===== src/rtl/exu_wbck_arb_pkg.sv =====
// Shared widths and types for the integer writeback arbiter.
package exu_wbck_arb_pkg;

  localparam int unsigned XLEN         = 32;
  localparam int unsigned RFIDX_WIDTH  = 5;
  localparam int unsigned STARVE_CNT_W = 4;

  typedef struct packed {
    logic                   ena;
    logic [XLEN-1:0]        wdat;
    logic [RFIDX_WIDTH-1:0] rdidx;
  } rf_wbck_t;

endpackage


===== src/rtl/exu_wbck_arb_if.sv =====
// Writeback request/response bundle between the two sources, the arbiter and the regfile.
interface exu_wbck_arb_if;
  import exu_wbck_arb_pkg::*;

  logic                   alu_wbck_i_valid;
  logic                   alu_wbck_i_ready;
  logic [XLEN-1:0]        alu_wbck_i_wdat;
  logic [RFIDX_WIDTH-1:0] alu_wbck_i_rdidx;

  logic                   longp_wbck_i_valid;
  logic                   longp_wbck_i_ready;
  logic [XLEN-1:0]        longp_wbck_i_wdat;
  logic [RFIDX_WIDTH-1:0] longp_wbck_i_rdidx;
  logic                   longp_wbck_i_err;

  logic                   rf_wbck_o_ena;
  logic [XLEN-1:0]        rf_wbck_o_wdat;
  logic [RFIDX_WIDTH-1:0] rf_wbck_o_rdidx;

  modport master (
    output alu_wbck_i_valid, alu_wbck_i_wdat, alu_wbck_i_rdidx,
    output longp_wbck_i_valid, longp_wbck_i_wdat, longp_wbck_i_rdidx, longp_wbck_i_err,
    input  alu_wbck_i_ready, longp_wbck_i_ready,
    input  rf_wbck_o_ena, rf_wbck_o_wdat, rf_wbck_o_rdidx
  );

  modport slave (
    input  alu_wbck_i_valid, alu_wbck_i_wdat, alu_wbck_i_rdidx,
    input  longp_wbck_i_valid, longp_wbck_i_wdat, longp_wbck_i_rdidx, longp_wbck_i_err,
    output alu_wbck_i_ready, longp_wbck_i_ready,
    output rf_wbck_o_ena, rf_wbck_o_wdat, rf_wbck_o_rdidx
  );

endinterface


===== src/rtl/exu_wbck_starve_cnt.sv =====
// Saturating count of consecutive ALU arbitration losses; sat forces the next ALU grant.
module exu_wbck_starve_cnt
  import exu_wbck_arb_pkg::*;
#(
  parameter int unsigned Max = 4
) (
  input  logic clk,
  input  logic rst_n,
  input  logic inc_i,
  input  logic clr_i,
  output logic sat_o
);

  localparam logic [STARVE_CNT_W-1:0] MaxW = STARVE_CNT_W'(Max);

  logic [STARVE_CNT_W-1:0] cnt_d, cnt_q;

  always_comb begin
    cnt_d = cnt_q;
    if (clr_i) begin
      cnt_d = '0;
    end else if (inc_i && (cnt_q != MaxW)) begin
      cnt_d = cnt_q + 1'b1;
    end
  end

  always_ff @(posedge clk or negedge rst_n) begin
    if (!rst_n) begin
      cnt_q <= '0;
    end else begin
      cnt_q <= cnt_d;
    end
  end

  assign sat_o = (cnt_q == MaxW);

endmodule


===== src/rtl/exu_wbck_arb.sv =====
// Integer regfile writeback arbiter: long-pipe priority with bounded ALU starvation,
// one registered write per cycle.
module exu_wbck_arb
  import exu_wbck_arb_pkg::*;
#(
  parameter int unsigned STARVE_MAX = 4
) (
  input  logic           clk,
  input  logic           rst_n,
  exu_wbck_arb_if.slave  wbck
);

  logic     force_alu;
  logic     grant_longp;
  logic     grant_alu;
  rf_wbck_t rf_d, rf_q;

  exu_wbck_starve_cnt #(
    .Max (STARVE_MAX)
  ) u_starve_cnt (
    .clk   (clk),
    .rst_n (rst_n),
    .inc_i (wbck.alu_wbck_i_valid & grant_longp),
    .clr_i (grant_alu),
    .sat_o (force_alu)
  );

  assign grant_longp = wbck.longp_wbck_i_valid & ~(wbck.alu_wbck_i_valid & force_alu);
  assign grant_alu   = wbck.alu_wbck_i_valid & ~grant_longp;

  assign wbck.alu_wbck_i_ready   = grant_alu;
  assign wbck.longp_wbck_i_ready = grant_longp;

  // Data and index hold when idle; only the enable is a per-cycle pulse.
  always_comb begin
    rf_d     = rf_q;
    rf_d.ena = 1'b0;
    if (grant_alu) begin
      rf_d.ena   = (wbck.alu_wbck_i_rdidx != '0);
      rf_d.wdat  = wbck.alu_wbck_i_wdat;
      rf_d.rdidx = wbck.alu_wbck_i_rdidx;
    end else if (grant_longp) begin
      rf_d.ena   = ~wbck.longp_wbck_i_err & (wbck.longp_wbck_i_rdidx != '0);
      rf_d.wdat  = wbck.longp_wbck_i_wdat;
      rf_d.rdidx = wbck.longp_wbck_i_rdidx;
    end
  end

  always_ff @(posedge clk or negedge rst_n) begin
    if (!rst_n) begin
      rf_q <= '0;
    end else begin
      rf_q <= rf_d;
    end
  end

  assign wbck.rf_wbck_o_ena   = rf_q.ena;
  assign wbck.rf_wbck_o_wdat  = rf_q.wdat;
  assign wbck.rf_wbck_o_rdidx = rf_q.rdidx;

endmodule


===== src/flat_wrapper.sv =====
// flat-port wrapper written by rule: the top's interface ports become plain ports
module exu_wbck_arb_flat import exu_wbck_arb_pkg::*;
#(
  parameter int unsigned STARVE_MAX = 4
)
  (clk, rst_n, wbck_alu_wbck_i_valid, wbck_alu_wbck_i_wdat, wbck_alu_wbck_i_rdidx, wbck_longp_wbck_i_valid, wbck_longp_wbck_i_wdat, wbck_longp_wbck_i_rdidx, wbck_longp_wbck_i_err, wbck_alu_wbck_i_ready, wbck_longp_wbck_i_ready, wbck_rf_wbck_o_ena, wbck_rf_wbck_o_wdat, wbck_rf_wbck_o_rdidx);
  exu_wbck_arb_if wbck_i ();
  input  logic clk;
  input  logic rst_n;
  input wire logic [$bits(wbck_i.alu_wbck_i_valid)-1:0] wbck_alu_wbck_i_valid;
  input wire logic [$bits(wbck_i.alu_wbck_i_wdat)-1:0] wbck_alu_wbck_i_wdat;
  input wire logic [$bits(wbck_i.alu_wbck_i_rdidx)-1:0] wbck_alu_wbck_i_rdidx;
  input wire logic [$bits(wbck_i.longp_wbck_i_valid)-1:0] wbck_longp_wbck_i_valid;
  input wire logic [$bits(wbck_i.longp_wbck_i_wdat)-1:0] wbck_longp_wbck_i_wdat;
  input wire logic [$bits(wbck_i.longp_wbck_i_rdidx)-1:0] wbck_longp_wbck_i_rdidx;
  input wire logic [$bits(wbck_i.longp_wbck_i_err)-1:0] wbck_longp_wbck_i_err;
  output wire logic [$bits(wbck_i.alu_wbck_i_ready)-1:0] wbck_alu_wbck_i_ready;
  output wire logic [$bits(wbck_i.longp_wbck_i_ready)-1:0] wbck_longp_wbck_i_ready;
  output wire logic [$bits(wbck_i.rf_wbck_o_ena)-1:0] wbck_rf_wbck_o_ena;
  output wire logic [$bits(wbck_i.rf_wbck_o_wdat)-1:0] wbck_rf_wbck_o_wdat;
  output wire logic [$bits(wbck_i.rf_wbck_o_rdidx)-1:0] wbck_rf_wbck_o_rdidx;
  assign wbck_i.alu_wbck_i_valid = wbck_alu_wbck_i_valid;
  assign wbck_i.alu_wbck_i_wdat = wbck_alu_wbck_i_wdat;
  assign wbck_i.alu_wbck_i_rdidx = wbck_alu_wbck_i_rdidx;
  assign wbck_i.longp_wbck_i_valid = wbck_longp_wbck_i_valid;
  assign wbck_i.longp_wbck_i_wdat = wbck_longp_wbck_i_wdat;
  assign wbck_i.longp_wbck_i_rdidx = wbck_longp_wbck_i_rdidx;
  assign wbck_i.longp_wbck_i_err = wbck_longp_wbck_i_err;
  assign wbck_alu_wbck_i_ready = wbck_i.alu_wbck_i_ready;
  assign wbck_longp_wbck_i_ready = wbck_i.longp_wbck_i_ready;
  assign wbck_rf_wbck_o_ena = wbck_i.rf_wbck_o_ena;
  assign wbck_rf_wbck_o_wdat = wbck_i.rf_wbck_o_wdat;
  assign wbck_rf_wbck_o_rdidx = wbck_i.rf_wbck_o_rdidx;
  exu_wbck_arb #(.STARVE_MAX(STARVE_MAX)) u_core (.clk(clk), .rst_n(rst_n), .wbck(wbck_i));
endmodule

===== config.mk =====
export PLATFORM = sky130hd
export DESIGN_NAME = exu_wbck_arb_flat
export DESIGN_NICKNAME = d
export VERILOG_FILES = /design/src/rtl/exu_wbck_arb_pkg.sv /design/src/rtl/exu_wbck_arb_if.sv /design/src/rtl/exu_wbck_starve_cnt.sv /design/src/rtl/exu_wbck_arb.sv /design/src/flat_wrapper.sv
export SDC_FILE = /design/constraint.sdc
export NUM_CORES = 1
export LEC_CHECK = 0
export BUFFER_PORTS_ARGS = -buffer_cell sky130_fd_sc_hd__buf_2
export CAP_MARGIN = 0
export CORE_ASPECT_RATIO = 0.7
export CORE_UTILIZATION = 43
export CTS_BUF_LIST = sky130_fd_sc_hd__clkbuf_4
export DETAILED_ROUTE_END_ITERATION = 12
export PLACE_DENSITY = 0.78
export SETUP_SLACK_MARGIN = 0.2
export SLEW_MARGIN = 20
export SYNTH_ARGS = -nofsm -noshare
export SYNTH_HDL_FRONTEND = slang
export SYNTH_SLANG_ARGS = --single-unit

===== constraint.sdc =====
create_clock -name clk -period 1.6 [get_ports clk]
set_clock_uncertainty 0.15 [all_clocks]
set_input_delay 0.32 -clock clk [delete_from_list [all_inputs] [get_ports clk]]
set_output_delay 0.32 -clock clk [all_outputs]
set_load 0.005 [all_outputs]

==> flow_metrics.tcl <==
set metrics [dict create \
    cp.arrival_ns 1.42 \
    slew_viol_final 0 \
    start_util_pct 45.80 \
    slew_headroom_pct 82.69 \
    setup_ws_ns -0.2857 \
    routed.top_layer "met4" \
    hold_ws_ns 0.03411 \
    power_density_mw_per_mm2 742.0 \
    crit_path_end_kind "output port" \
    violations "negative setup slack" \
    synth_warnings 0 \
    cap_violations 0 \
    core_area_sq_mm 0.005395 \
    fillers 386 \
    firstDrtPassIters 4 \
    grt_pass1_wl_um 9239 \
    avgRoutedWirePerCell_um 15.20 \
    synth_top_area_share_pct 42.53 \
    cts_sinks 42 \
    wl_met1_um 2585 \
    syn_nets 235 \
    area_growth_pct 49.82 \
    hold_class "input pin to flop" \
    clockBufferDepth 2 \
    dpl.hpwl_um 4208 \
    cp.required_ns 1.13 \
    layout.nets 402 \
    sw_frac_of_total_pct 27.16 \
    synth_cell_types 24 \
    intPower_mw 2.001 \
    setup.worst_path.start_class "flop" \
    vias 1844 \
    fin_util_pct 68.62 \
    die-area_sq_mm 0.006059 \
    drtIter0Drc 27 \
    route.met3.wl_um 344 \
    ys_seq_elements 42 \
    design_area_sq_mm 0.003702 \
    tightest_slew_ns 0.2576 \
    via_per_inst 4.680 \
    ir_drop_uv 425.1 \
    leakagePower_nw 1.989 \
    globalRouteTotalUtil_pct 20.07 \
    path_max_fanout 3 \
    postRouteAntennaNets 0 \
    synthCells 154 \
    antenna_found_initial 0 \
    critical_path_class "flop to output port" \
    status "complete, but fails checks" \
    setup_viol 39 \
    clkPwrFrac_pct 19.3 \
    die_w_um 92.61 \
    synth_edf_count 0 \
    clk_latency_ns 0.36 \
    switchingPower_mw 0.7460 \
    grt_setup_unrepaired "yes" \
    grt_overflow_total 0 \
    grt_pass1_vias 1862 \
    combPwrFrac_pct 35.4 \
    clk_pin_slew_worst_paths_ns 0.13 \
    synth_area_sq_mm 0.002471 \
    yosysMostFrequentCell "mux2_4" \
    cts-root-buf "clkbuf_4" \
    placed_area_sq_mm 0.003238 \
    diodes 0 \
    cts_tree "done" \
    final_hold_viol_count 0 \
    routed_wl_um 5989 \
    synth_seq_area_share_pct 42.53 \
    dp_slack_ns -0.08095 \
    place_congestion 0.7564 \
    cts-buffers-inserted 5 \
    netlist_top_cells_area "dfrtp_1 43%, mux2_4 42%, buf_12 2.4%" \
    async_flop_share_pct 100.0 \
    synth_common_cells "69 x mux2_4, 42 x dfrtp_1, 7 x inv_1" \
    io_pins 119 \
    std_cell_rows 22 \
    portBuffers 118 \
    layout-drive-gt1-share_pct 77.33 \
    period_share_pct 117.9 \
    fp.dieH_um 65.43 \
    period_minus_slack_ns 1.886 \
    htree_num_levels 2 \
    syn_area_per_cell_sq_um 16.05 \
    synth_flop_cell "dfrtp_1" \
    clock.fmax_ghz 0.5303 \
    wl_met2_um 3048 \
    grt_max_degree 43 \
    yosysTopAreaCell "dfrtp_1" \
    p_seq_share_pct 45.3 \
    drc 0 \
]
-- layer usage --
| layer | up-vias | global-route usage [%] |
|---|---|---|
| met1 | 883 | 25.26 |
| met3 | 2 | 4.745 |
| met4 | 0 | 4.492 |
| met2 | 68 | 35.19 |
| met5 | - | 0 |
| li1 | 891 | - |
-- cells by family (layout without fill, tap and decap cells) --
logic type | count (synthesis) | count (layout) | share of synthesized area, %
simple gates | 11 | 11 | 3.240
mux | 74 | 74 | 44.20
compound gates | 9 | 9 | 2.634
buf+inv | 16 | 184 | 6.380
flops | 42 | 42 | 42.53
fa+ha+maj | 2 | 2 | 1.012
-- critical path, stage by stage, from the launching register on --
cell and delay [ns]:
dfrtp_1 0.40, inv_2 0.08, ha_4 0.14, nand4b_4 0.14
a21oi_2 0.18, buf_2 0.13
-- area by class of cell --
type,count,area [sq um],share of cell area (%)
tap,72,90.09,2.433
timing repair buffer,169,1175,31.73
clock buffer,5,37.54,1.014
multi-input combinational,96,1304,35.21
inverter,7,26.28,0.7097
sequential,42,1051,28.39
clock inverter,3,18.77,0.5069
-- timing repair --
action | in CTS | in global routing
pin swaps | 5 | 1
hold buffers | 1 | 10
gates cloned | 2 | 0
endpoints found under the hold margin | 42 | 10
setup buffers | 5 | 16
resized for setup | 16 | 4
endpoints found under the setup margin | 43 | 78
-- power groups by stage --
stage	sequential [mW]	clock, mW	combinational [mW]
2_1_floorplan	1.27	0	0.465
3_3_place_gp	1.26	0	0.786
3_5_place_dp	1.26	0	0.805
4_1_cts	1.25	0.552	0.884
5_1_grt	1.26	0.615	1.04
6_report	1.24	0.530	0.973
-- final timing paths --
| path | start | to | slack, ns | depth (start not counted) |
|---|---|---|---|---|
| max in group asynchronous | rst_n | u_core.wbck.rf_wbck_o_wdat[12] | 0.77 | 3 |
| min reg2reg | u_core.u_starve_cnt.cnt_q[3] | u_core.u_starve_cnt.cnt_q[3] | 0.43 | 2 |
| max | u_core.u_starve_cnt.cnt_q[0] | wbck_alu_wbck_i_ready | -0.29 | 5 |
| min | wbck_longp_wbck_i_wdat[18] | u_core.wbck.rf_wbck_o_wdat[18] | 0.03 | 2 |
| min in group asynchronous | rst_n | u_core.wbck.rf_wbck_o_ena | 0.31 | 3 |
| max reg2reg | u_core.u_starve_cnt.cnt_q[0] | u_core.wbck.rf_wbck_o_wdat[2] | -0.17 | 8 |
-- cell usage in the layout (no fill, tap or decap), types with 2 or more instances in the layout --
cell type | netlist | final
buf_2 | 0 | 117
mux2_4 | 69 | 70
dfrtp_1 | 42 | 42
buf_4 | 0 | 26
dlygate4sd3_1 | 0 | 11
buf_12 | 3 | 9
clkbuf_4 | 0 | 5
inv_1 | 7 | 4
inv_2 | 0 | 3
nand2_1 | 3 | 3
mux2_2 | 4 | 3
buf_6 | 5 | 3
nand4_1 | 2 | 2
o21ai_1 | 0 | 2
clkinv_2 | 0 | 2
buf_16 | 0 | 2
-- state kept, by name, summed over array words and instances (netlist names) --
register / count
u_core.wbck.rf_wbck_o_rdidx: 5
u_core.u_starve_cnt.cnt_q: 4
u_core.wbck.rf_wbck_o_wdat: 32
u_core.wbck.rf_wbck_o_ena: 1
-- stage by stage --
stage	TNS [ns]	power, mW	cells
global placement	-1.349	2.044	352
CTS	-4.310	2.682	368
finish	-4.533	2.747	394
detailed placement	-2.392	2.068	352
floorplan	-0.08751	1.739	154
global route	-6.135	2.912	394
Note: power is estimated with default switching activity, not from simulation.
